==> src/rtl/alu_op_sequencer.sv <==
// Hardwired control sequencer for one register-to-register ALU operation:
// optional Y load, execute into Z, Z-low write-back, optional Z-high write-back.
module alu_op_sequencer #(
  parameter  int NREGS = 16,
  parameter  int OPW   = 5,
  localparam int SELW  = $clog2(NREGS)
) (
  input  logic             Clock,
  input  logic             clear,
  input  logic             start,
  input  logic [OPW-1:0]   opcode,
  input  logic             unary,
  input  logic [SELW-1:0]  ra,
  input  logic [SELW-1:0]  rb,
  input  logic [SELW-1:0]  rc,
  input  logic             wr_hi,
  input  logic [SELW-1:0]  rhi,
  output logic [NREGS-1:0] Rout,
  output logic [NREGS-1:0] Rin,
  output logic             Yin,
  output logic             ZHighin,
  output logic             Zlowin,
  output logic             Zhighout,
  output logic             Zlowout,
  output logic [OPW-1:0]   op,
  output logic             busy,
  output logic             done
);

  typedef enum logic [2:0] {
    IDLE, LOAD_Y, EXEC, WB_LO, WB_HI, DONE
  } state_e;

  typedef struct packed {
    logic [OPW-1:0]  opcode;
    logic            unary;
    logic [SELW-1:0] ra;
    logic [SELW-1:0] rb;
    logic [SELW-1:0] rc;
    logic            wr_hi;
    logic [SELW-1:0] rhi;
  } fields_t;

  typedef struct packed {
    logic [NREGS-1:0] rout;
    logic [NREGS-1:0] rin;
    logic             yin;
    logic             zhighin;
    logic             zlowin;
    logic             zhighout;
    logic             zlowout;
    logic [OPW-1:0]   op;
    logic             busy;
    logic             done;
  } outs_t;

  state_e  state_q, state_d;
  fields_t fld_q, fld_d;
  outs_t   outs_q, outs_d;

  // NOTE: every signal written here gets a default first, so no path leaves
  // one unassigned and no latch is inferred.
  always_comb begin
    state_d = state_q;
    fld_d   = fld_q;
    outs_d  = '0;

    unique case (state_q)
      IDLE: begin
        if (start) begin
          fld_d = '{opcode: opcode, unary: unary, ra: ra, rb: rb, rc: rc,
                    wr_hi: wr_hi, rhi: rhi};
          state_d = unary ? EXEC : LOAD_Y;
        end
      end
      LOAD_Y:  state_d = EXEC;
      EXEC:    state_d = WB_LO;
      WB_LO:   state_d = fld_q.wr_hi ? WB_HI : DONE;
      WB_HI:   state_d = DONE;
      DONE:    state_d = IDLE;
      default: state_d = IDLE;
    endcase

    // Strobes are decoded from the state being entered, so the registered
    // outputs line up exactly with the cycle that state is active.
    unique case (state_d)
      LOAD_Y: begin
        outs_d.rout = NREGS'(1) << fld_d.rb;
        outs_d.yin  = 1'b1;
        outs_d.busy = 1'b1;
      end
      EXEC: begin
        outs_d.rout    = NREGS'(1) << fld_d.rc;
        outs_d.op      = fld_d.opcode;
        outs_d.zhighin = 1'b1;
        outs_d.zlowin  = 1'b1;
        outs_d.busy    = 1'b1;
      end
      WB_LO: begin
        outs_d.rin     = NREGS'(1) << fld_d.ra;
        outs_d.zlowout = 1'b1;
        outs_d.busy    = 1'b1;
      end
      WB_HI: begin
        outs_d.rin      = NREGS'(1) << fld_d.rhi;
        outs_d.zhighout = 1'b1;
        outs_d.busy     = 1'b1;
      end
      DONE: begin
        outs_d.done = 1'b1;
        outs_d.busy = 1'b1;
      end
      default: outs_d = '0;
    endcase
  end

  // NOTE: state uses non-blocking assignments so every register samples the
  // pre-edge values, independent of statement order.
  always_ff @(posedge Clock or negedge clear) begin
    if (!clear) begin
      state_q <= IDLE;
      fld_q   <= '0;
      outs_q  <= '0;
    end else begin
      state_q <= state_d;
      fld_q   <= fld_d;
      outs_q  <= outs_d;
    end
  end

  assign Rout     = outs_q.rout;
  assign Rin      = outs_q.rin;
  assign Yin      = outs_q.yin;
  assign ZHighin  = outs_q.zhighin;
  assign Zlowin   = outs_q.zlowin;
  assign Zhighout = outs_q.zhighout;
  assign Zlowout  = outs_q.zlowout;
  assign op       = outs_q.op;
  assign busy     = outs_q.busy;
  assign done     = outs_q.done;

endmodule

==> config.mk <==
export PLATFORM = sky130hd
export DESIGN_NAME = alu_op_sequencer
export DESIGN_NICKNAME = d
export VERILOG_FILES = /design/src/rtl/alu_op_sequencer.sv
export SDC_FILE = /design/constraint.sdc
export NUM_CORES = 1
export LEC_CHECK = 0
export CAP_MARGIN = 5
export CORE_UTILIZATION = 40
export CTS_BUF_LIST = sky130_fd_sc_hd__clkbuf_4 sky130_fd_sc_hd__clkbuf_8
export CTS_CLUSTER_SIZE = 12
export DETAILED_ROUTE_END_ITERATION = 8
export PLACE_DENSITY = 0.67
export SLEW_MARGIN = 10
export SYNTH_ARGS = -nofsm -noshare
export SYNTH_HDL_FRONTEND = slang
export SYNTH_SLANG_ARGS = --single-unit
==> constraint.sdc <==
create_clock -name Clock -period 4.1 [get_ports Clock]
set_input_delay 0.41 -clock Clock [delete_from_list [all_inputs] [get_ports Clock]]
set_output_delay 0.41 -clock Clock [all_outputs]
set_load 0.02 [all_outputs]
==> impl_metrics.csv <==
group,metric,value,unit
grt,largest_net_degree_at_the_start_of_global_routing,41,
routing,post-route-drc-count,0,
routing,viasPerCell,5.037,
clock_network,clockRootBuffer,"sky130_fd_sc_hd__clkbuf_8",
yosys,synth-simple-area-share,14.40,%
clock_network,post_cts_buffers,0,
yosys,synth-adder-area-share,0,%
yosys,synthesis.area_per_instance,12.55,um^2
final_layout,layout-area-overhead-vs-synth,33.17,%
yosys,synth.area.mux_share,15.16,%
grt,grtUsageMet2,25.73,%
critical_path,required_time_of_the_worst_setup_path,4340,ps
clock_network,clk_latency,340,ps
timing,rsz0062_at_grt,"no",
yosys,synth_xor_xnor_area_share,0.3159,%
grt,overflow,0,
die,fp.dieH,85.26,um
timing,max-slew-margin-rel,33.74,%
timing,clock-skew-final,8.664,ps
flow_run,cap_viol_max_count,0,
clock_network,cts.sinks,66,
yosys,synthCells,221,
yosys,synthesis.yosys.warnings,0,
routing,dr.first_iter.drc_count,44,
placement,buffer_ports.inserted,69,
die,placement_rows,29,
clock_network,clk_path_buf_depth,2,
die,die_width,85.26,um
timing,max_clock_freq,0.3810,GHz
critical_path,timing.critical_path.to_type,"register",
placement,gp_congestion,0.7606,
die,initial_core_util,42.45,%
power_and_ir_drop,max-vdd-ir-drop,0.3185,mV
critical_path,beginning_of_the_worst_register_to_register_path,"state_q[0]",
critical_path,critical_path_arrival,2860,ps
final_layout,drive_above_1_share,16.39,%
yosys,post_synth_main_area_contributors,"sky130_fd_sc_hd__dfrtp_1, sky130_fd_sc_hd__mux2i_1, sky130_fd_sc_hd__mux2_2, sky130_fd_sc_hd__a21oi_1, sky130_fd_sc_hd__nor3_1",
grt,grt_first_pass_wirelength,9.101,mm
grt,globalRouteTotalUtil,16.63,%
final_layout,layout.filler_cells,572,
timing,worstMarginPinSlew,989.8,ps
die,fp.dieArea,0.007268,mm^2
clock_network,clock_tree.htree_level_count,3,
timing,whs,78.06,ps
routing,first_drt_pass_iteration_count,4,
critical_path,crit_start,"state_q[0]",
clock_network,clock_buffers_created_by_tritoncts,9,
grt,groute.layer.met3.usage,3.307,%
hold_path,timing.hold.worst.class,"input pin to async pin",
grt,gr-usage-met1,22.11,%
yosys,yosysSeqAreaShare,59.57,%
final_layout,antenna_cells,0,
clock_network,cts_tree,"built",
die,placeableCoreArea,0.006531,mm^2
timing,maxSlewViolCount,0,
yosys,synth_top_cell_area_share,59.57,%
timing,timing.final.crit_share,64.02,%
yosys,synth.cell_area,0.002773,mm^2
timing,finalSetupViolCount,0,
critical_path,path_class,"register to register",
yosys,synth_cell_type_count,31,
routing,dr_total_vias,1894,
run_status,status,"complete, no violations",
routing,avgRoutedWirePerCell,14.56,um
timing,fin_tns_setup,0,ps
critical_path,worst_setup_path_start_kind,"register",
placement,place_area,0.003498,mm^2
final_layout,design_area,0.003692,mm^2
critical_path,setup.reg_to_reg.worst_slack,1480,ps
clock_network,holdBufCountCts,0,
timing,finalCriticalPeriod,2625,ps
yosys,synth_compound_area_share,6.182,%
clock_network,cts-resized-gates,0,
final_layout,layout_commonest_cell,"sky130_fd_sc_hd__clkdlybuf4s50_1",
critical_path,worstSetupEndpoint,"Rin[2]",
critical_path,crit-reg2reg-capture,"Rin[2]",
placement,dp.final_hpwl,3.920,mm
yosys,synth_top_family_by_area,"multiplexers",
power_and_ir_drop,power.density_cell_area,676.5,mW/mm^2
critical_path,reg2regPathDepth,4,
final_layout,final_net_count,320,
routing,drt.antenna.violating_nets,0,
die,io_pins,70,
power_and_ir_drop,leakagePower,1.643,nW
final_layout,layout.cells.most_common_list,"sky130_fd_sc_hd__clkdlybuf4s50_1, sky130_fd_sc_hd__dfrtp_1, sky130_fd_sc_hd__mux2i_1",
yosys,synth.ff_latch_count,66,
yosys,synth_nets,247,
critical_path,timing.critical_path.fanout_max,16,
routing,wl,5.474,mm
grt,antenna_found_initial,0,
timing,final_hold_viol_count,0,
yosys,synth_top_area_cell,"sky130_fd_sc_hd__dfrtp_1",
clock_network,path_clk_slew,70,ps
grt,gr-max-usage-layer,"met2",
grt,number_of_global_route_vias_before_repair,1844,
## cell type report
class,count,area (um^2),area share (%)
inverter,9,33.78,0.9149
multi-input combinational,136,1008,27.31
sequential,66,1652,44.73
clock inverter,5,55.05,1.491
timing repair buffer,72,708.2,19.18
tap,77,96.34,2.609
clock buffer,11,138.9,3.761
## how the worst min path moves through the flow
stage,start,endpoint,slack (ps),depth (start not counted)
finish,clear,fld_q[18],80,1
floorplan,clear,Rin[0],110,0
global placement,clear,op[0],450,1
detailed placement,clear,op[0],460,1
global route,clear,fld_q[19],110,1
CTS,clear,op[0],80,1
## metrics by stage
stage / std cells / power [W] / setup WS (ps) / utilization [%]
finish: 376 / 0.002498 / 1475 / 56.53
global route: 376 / 0.002667 / 1286 / 56.53
CTS: 376 / 0.002527 / 1462 / 56.53
detailed placement: 360 / 0.001988 / 1223 / 53.56
global placement: 360 / 0.001971 / 1288 / 53.56
floorplan: 221 / 0.001674 / 2342 / -
## registers in the layout, summed over array words and instances (netlist names)
signal and count:
state_q 3, fld_q 20, op 5, Rin 16, busy 1, Yin 1
done 1, Rout 16, Zlowout 1, ZHighin 1, Zhighout 1
## critical path: stages, from the launching register on
cell                      delay [ps]
sky130_fd_sc_hd__dfrtp_1         560
sky130_fd_sc_hd__nor4b_4         960
sky130_fd_sc_hd__buf_4           380
sky130_fd_sc_hd__mux2_2          400
sky130_fd_sc_hd__nor3_1          220
## metal layers
metal	share of wire [%]	vias up
li1	-	914
met1	47	930
met2	47	38
met3	3.6	12
met4	2.2	0
met5	0	-
## synth_stat cells
master                     instances
sky130_fd_sc_hd__buf_8             1
sky130_fd_sc_hd__inv_1             4
sky130_fd_sc_hd__o21ai_0           3
sky130_fd_sc_hd__and2_1            5
sky130_fd_sc_hd__and4bb_2          2
sky130_fd_sc_hd__nand3_1           9
sky130_fd_sc_hd__clkbuf_1          1
sky130_fd_sc_hd__a31oi_2           3
sky130_fd_sc_hd__a31oi_1           1
sky130_fd_sc_hd__nand2_1          11
sky130_fd_sc_hd__or3_4             1
sky130_fd_sc_hd__dfrtp_1          66
sky130_fd_sc_hd__mux2_2           16
sky130_fd_sc_hd__nor2b_1           2
sky130_fd_sc_hd__a21oi_1          17
sky130_fd_sc_hd__nor3_1           16
sky130_fd_sc_hd__o22ai_1           2
sky130_fd_sc_hd__nor2_1            7
sky130_fd_sc_hd__nand4b_4          1
sky130_fd_sc_hd__a211oi_1          2
sky130_fd_sc_hd__nor4b_2           2
sky130_fd_sc_hd__mux2i_1          24
sky130_fd_sc_hd__buf_2             1
sky130_fd_sc_hd__nand2b_1          9
sky130_fd_sc_hd__xnor2_1           1
sky130_fd_sc_hd__and4b_1           1
sky130_fd_sc_hd__buf_4             4
sky130_fd_sc_hd__clkinv_1          2
sky130_fd_sc_hd__buf_6             3
sky130_fd_sc_hd__inv_2             3
sky130_fd_sc_hd__or2_2             1
## cell families after synthesis
| group | count (synthesis) |
|---|---|
| XOR/XNOR | 1 |
| flip-flops | 66 |
| multiplexers | 40 |
| AO/OA/AOI/OAI | 28 |
| AND/OR/NAND/NOR | 67 |
| buffers and inverters | 19 |
## power by group
group	switching, W	leakage (nW)	total, W	internal, W
Clock	0.000237	0.0962	0.000530	0.000292
Combinational	0.000546	0.683	0.000992	0.000446
Sequential	0.000133	0.864	0.000976	0.000843
Total	0.000916	1.64	0.00250	0.00158
(Power assumes the default switching activity.)
==> RTL change 1, RTL diff (same flow settings) <==
Set the parameter `NREGS` to 8 (it was 16).
--- a/src/rtl/alu_op_sequencer.sv
+++ b/src/rtl/alu_op_sequencer.sv
@@ -3,3 +3,3 @@
 module alu_op_sequencer #(
-  parameter  int NREGS = 16,
+  parameter  int NREGS = 8,
   parameter  int OPW   = 5,
Ports: changed (6 resized); port bits go from 70 to 50. No check against the original RTL was run, so the function may have changed too.
==> RTL change 1 against the unedited design <==
- the run now ends with DRC left
- count of clock-buffer cells in the layout shrank 4
- final area shrank 32%
- routed wire length is 37% lower
- area after synthesis fell by 31%
- worst setup slack better by 0.42 ns
- cell count is 27% lower
- sequential share of layout area up 2.4 points
- sequential cell count is 19 lower
- power down 32%
- critical path depth increased by 1
==> RTL change 1: results <==
{
  "outcome": "complete, but fails checks",
  "failed_checks": "DRC",
  "gp_congestion": 0.709,
  "grt_pass1_wl_mm": 5.99,
  "wl_met2_mm": 1.59,
  "largest_register_ffs": 17,
  "antenna_found_initial": 0,
  "layout-drive-gt1-share_pct": 9.05,
  "synthDistinctLibCells": 35,
  "wl_met1_mm": 1.61,
  "min_path_type": "input port to async pin",
  "cts_setup_buffers": 0,
  "synthTopCellsByCount": "55 x nand2_1, 47 x dfrtp_1, 12 x nor2_1, 8 x a21oi_1, 5 x nand2b_1",
  "clock_skew_ns": 0.00606,
  "crit_fanout": 21,
  "clk_pin_slew_ns": 0.09,
  "cp_slowest_stage_delay_ns": 0.71,
  "p_leak_uw": 0.00119,
  "slew_headroom_pct": 33.4,
  "insertion_delay_ns": 0.30,
  "routed.top_layer": "met4",
  "async_reset_ff_share_pct": 100,
  "ys_seq_area_share_pct": 61.6,
  "synth_warnings": 0,
  "root_buffer": "clkbuf_8",
  "drc": 5,
  "vias_per_cell": 4.79,
  "ir_drop_mv": 0.247,
  "n_fill_cell": 416,
  "synthesis.nets": 194,
  "start_kind": "input port",
  "arrival_ns": 2.42,
  "top_register": "fld_q",
  "cp_slowest_cell": "mux4_1",
  "dr_wl_met3_um": 195,
  "drt_iter0_markers": 99,
  "totalWireLength_mm": 3.45,
  "num_antenna_cells": 0,
  "grt_pass1_vias": 1287,
  "port_buffers": 49,
  "cts_buffers": 5,
  "cts-resized-gates": 0,
  "grt_max_degree": 48,
  "first_pass_iters": 6,
  "synthTopCellsByArea": "dfrtp_1 62%, nand2_1 11%, nor2_1 2.4%",
  "grtUsageTotal_pct": 15.6,
  "layout.nets": 242,
  "cts_buffer_depth": 2,
  "cts_max_level": 2,
  "dp_hpwl_mm": 2.34
}
RTL change 1: stage by stage:
step / cells / area, um2 / utilization [%] / setup WS (ns) / hold slack (ns)
after global placement: 265 / 2410 / 53.8 / 1.61 / 0.451
after detailed placement: 265 / 2410 / 53.8 / 1.57 / 0.460
after CTS: 273 / 2500 / 55.8 / 1.87 / 0.324
final: 273 / 2500 / 55.8 / 1.89 / 0.270
after global routing: 273 / 2500 / 55.8 / 1.73 / 0.360
after floorplan: 172 / 1910 / - / 2.26 / 0.114
RTL change 1: layout make-up:
type	instances	area [um2]	share of cell area (%)
clock inverters	1	5.00	0.201
clock buffers	7	83.8	3.36
well taps	52	65.1	2.61
multi-input cells	113	662	26.5
repair buffers	50	493	19.7
inverters	3	11.3	0.451
flip-flops and latches	47	1180	47.1
RTL change 1: logic make-up (layout without fill, tap and decap cells):
logic type | count (synthesis) | after routing | synth area share [%]
AO/OA/AOI/OAI | 16 | 16 | 6.09
buffers and inverters | 12 | 61 | 3.73
multiplexers | 9 | 9 | 6.42
AND/OR/NAND/NOR | 88 | 88 | 22.1
flip-flops | 47 | 47 | 61.6
RTL change 1: routing by layer:
layer  track usage [%]  up-vias
li1                  -      660
met1              21.5      605
met2              23.0       37
met3              4.99        6
met4              6.00        0
met5                 0        -
RTL change 1: worst max-delay path: cells and delay by family:
kind,cells,cell delay (ns)
buf+inv,2,0.83
simple gates,2,0.47
mux,1,0.71
RTL change 1: power breakdown:
part	internal, uW	switching, uW
Clock	133	151
Combinational	323	371
Sequential	621	96.2
Total	1080	618
RTL change 1: worst paths after layout:
kind | startpoint | slack, ns | depth (start not counted) | end
worst max-delay path | start | 1.89 | 5 | Rout[5]
worst min-delay path | clear | 0.27 | 1 | Rout[4]
worst max register to register | state_q[0] | 1.93 | 4 | Rout[5]
worst min register to register | fld_q[5] | 0.48 | 2 | fld_q[5]
max in group asynchronous | clear | 3.22 | 1 | Rin[0]
min in group Clock | fld_q[5] | 0.48 | 2 | fld_q[5]
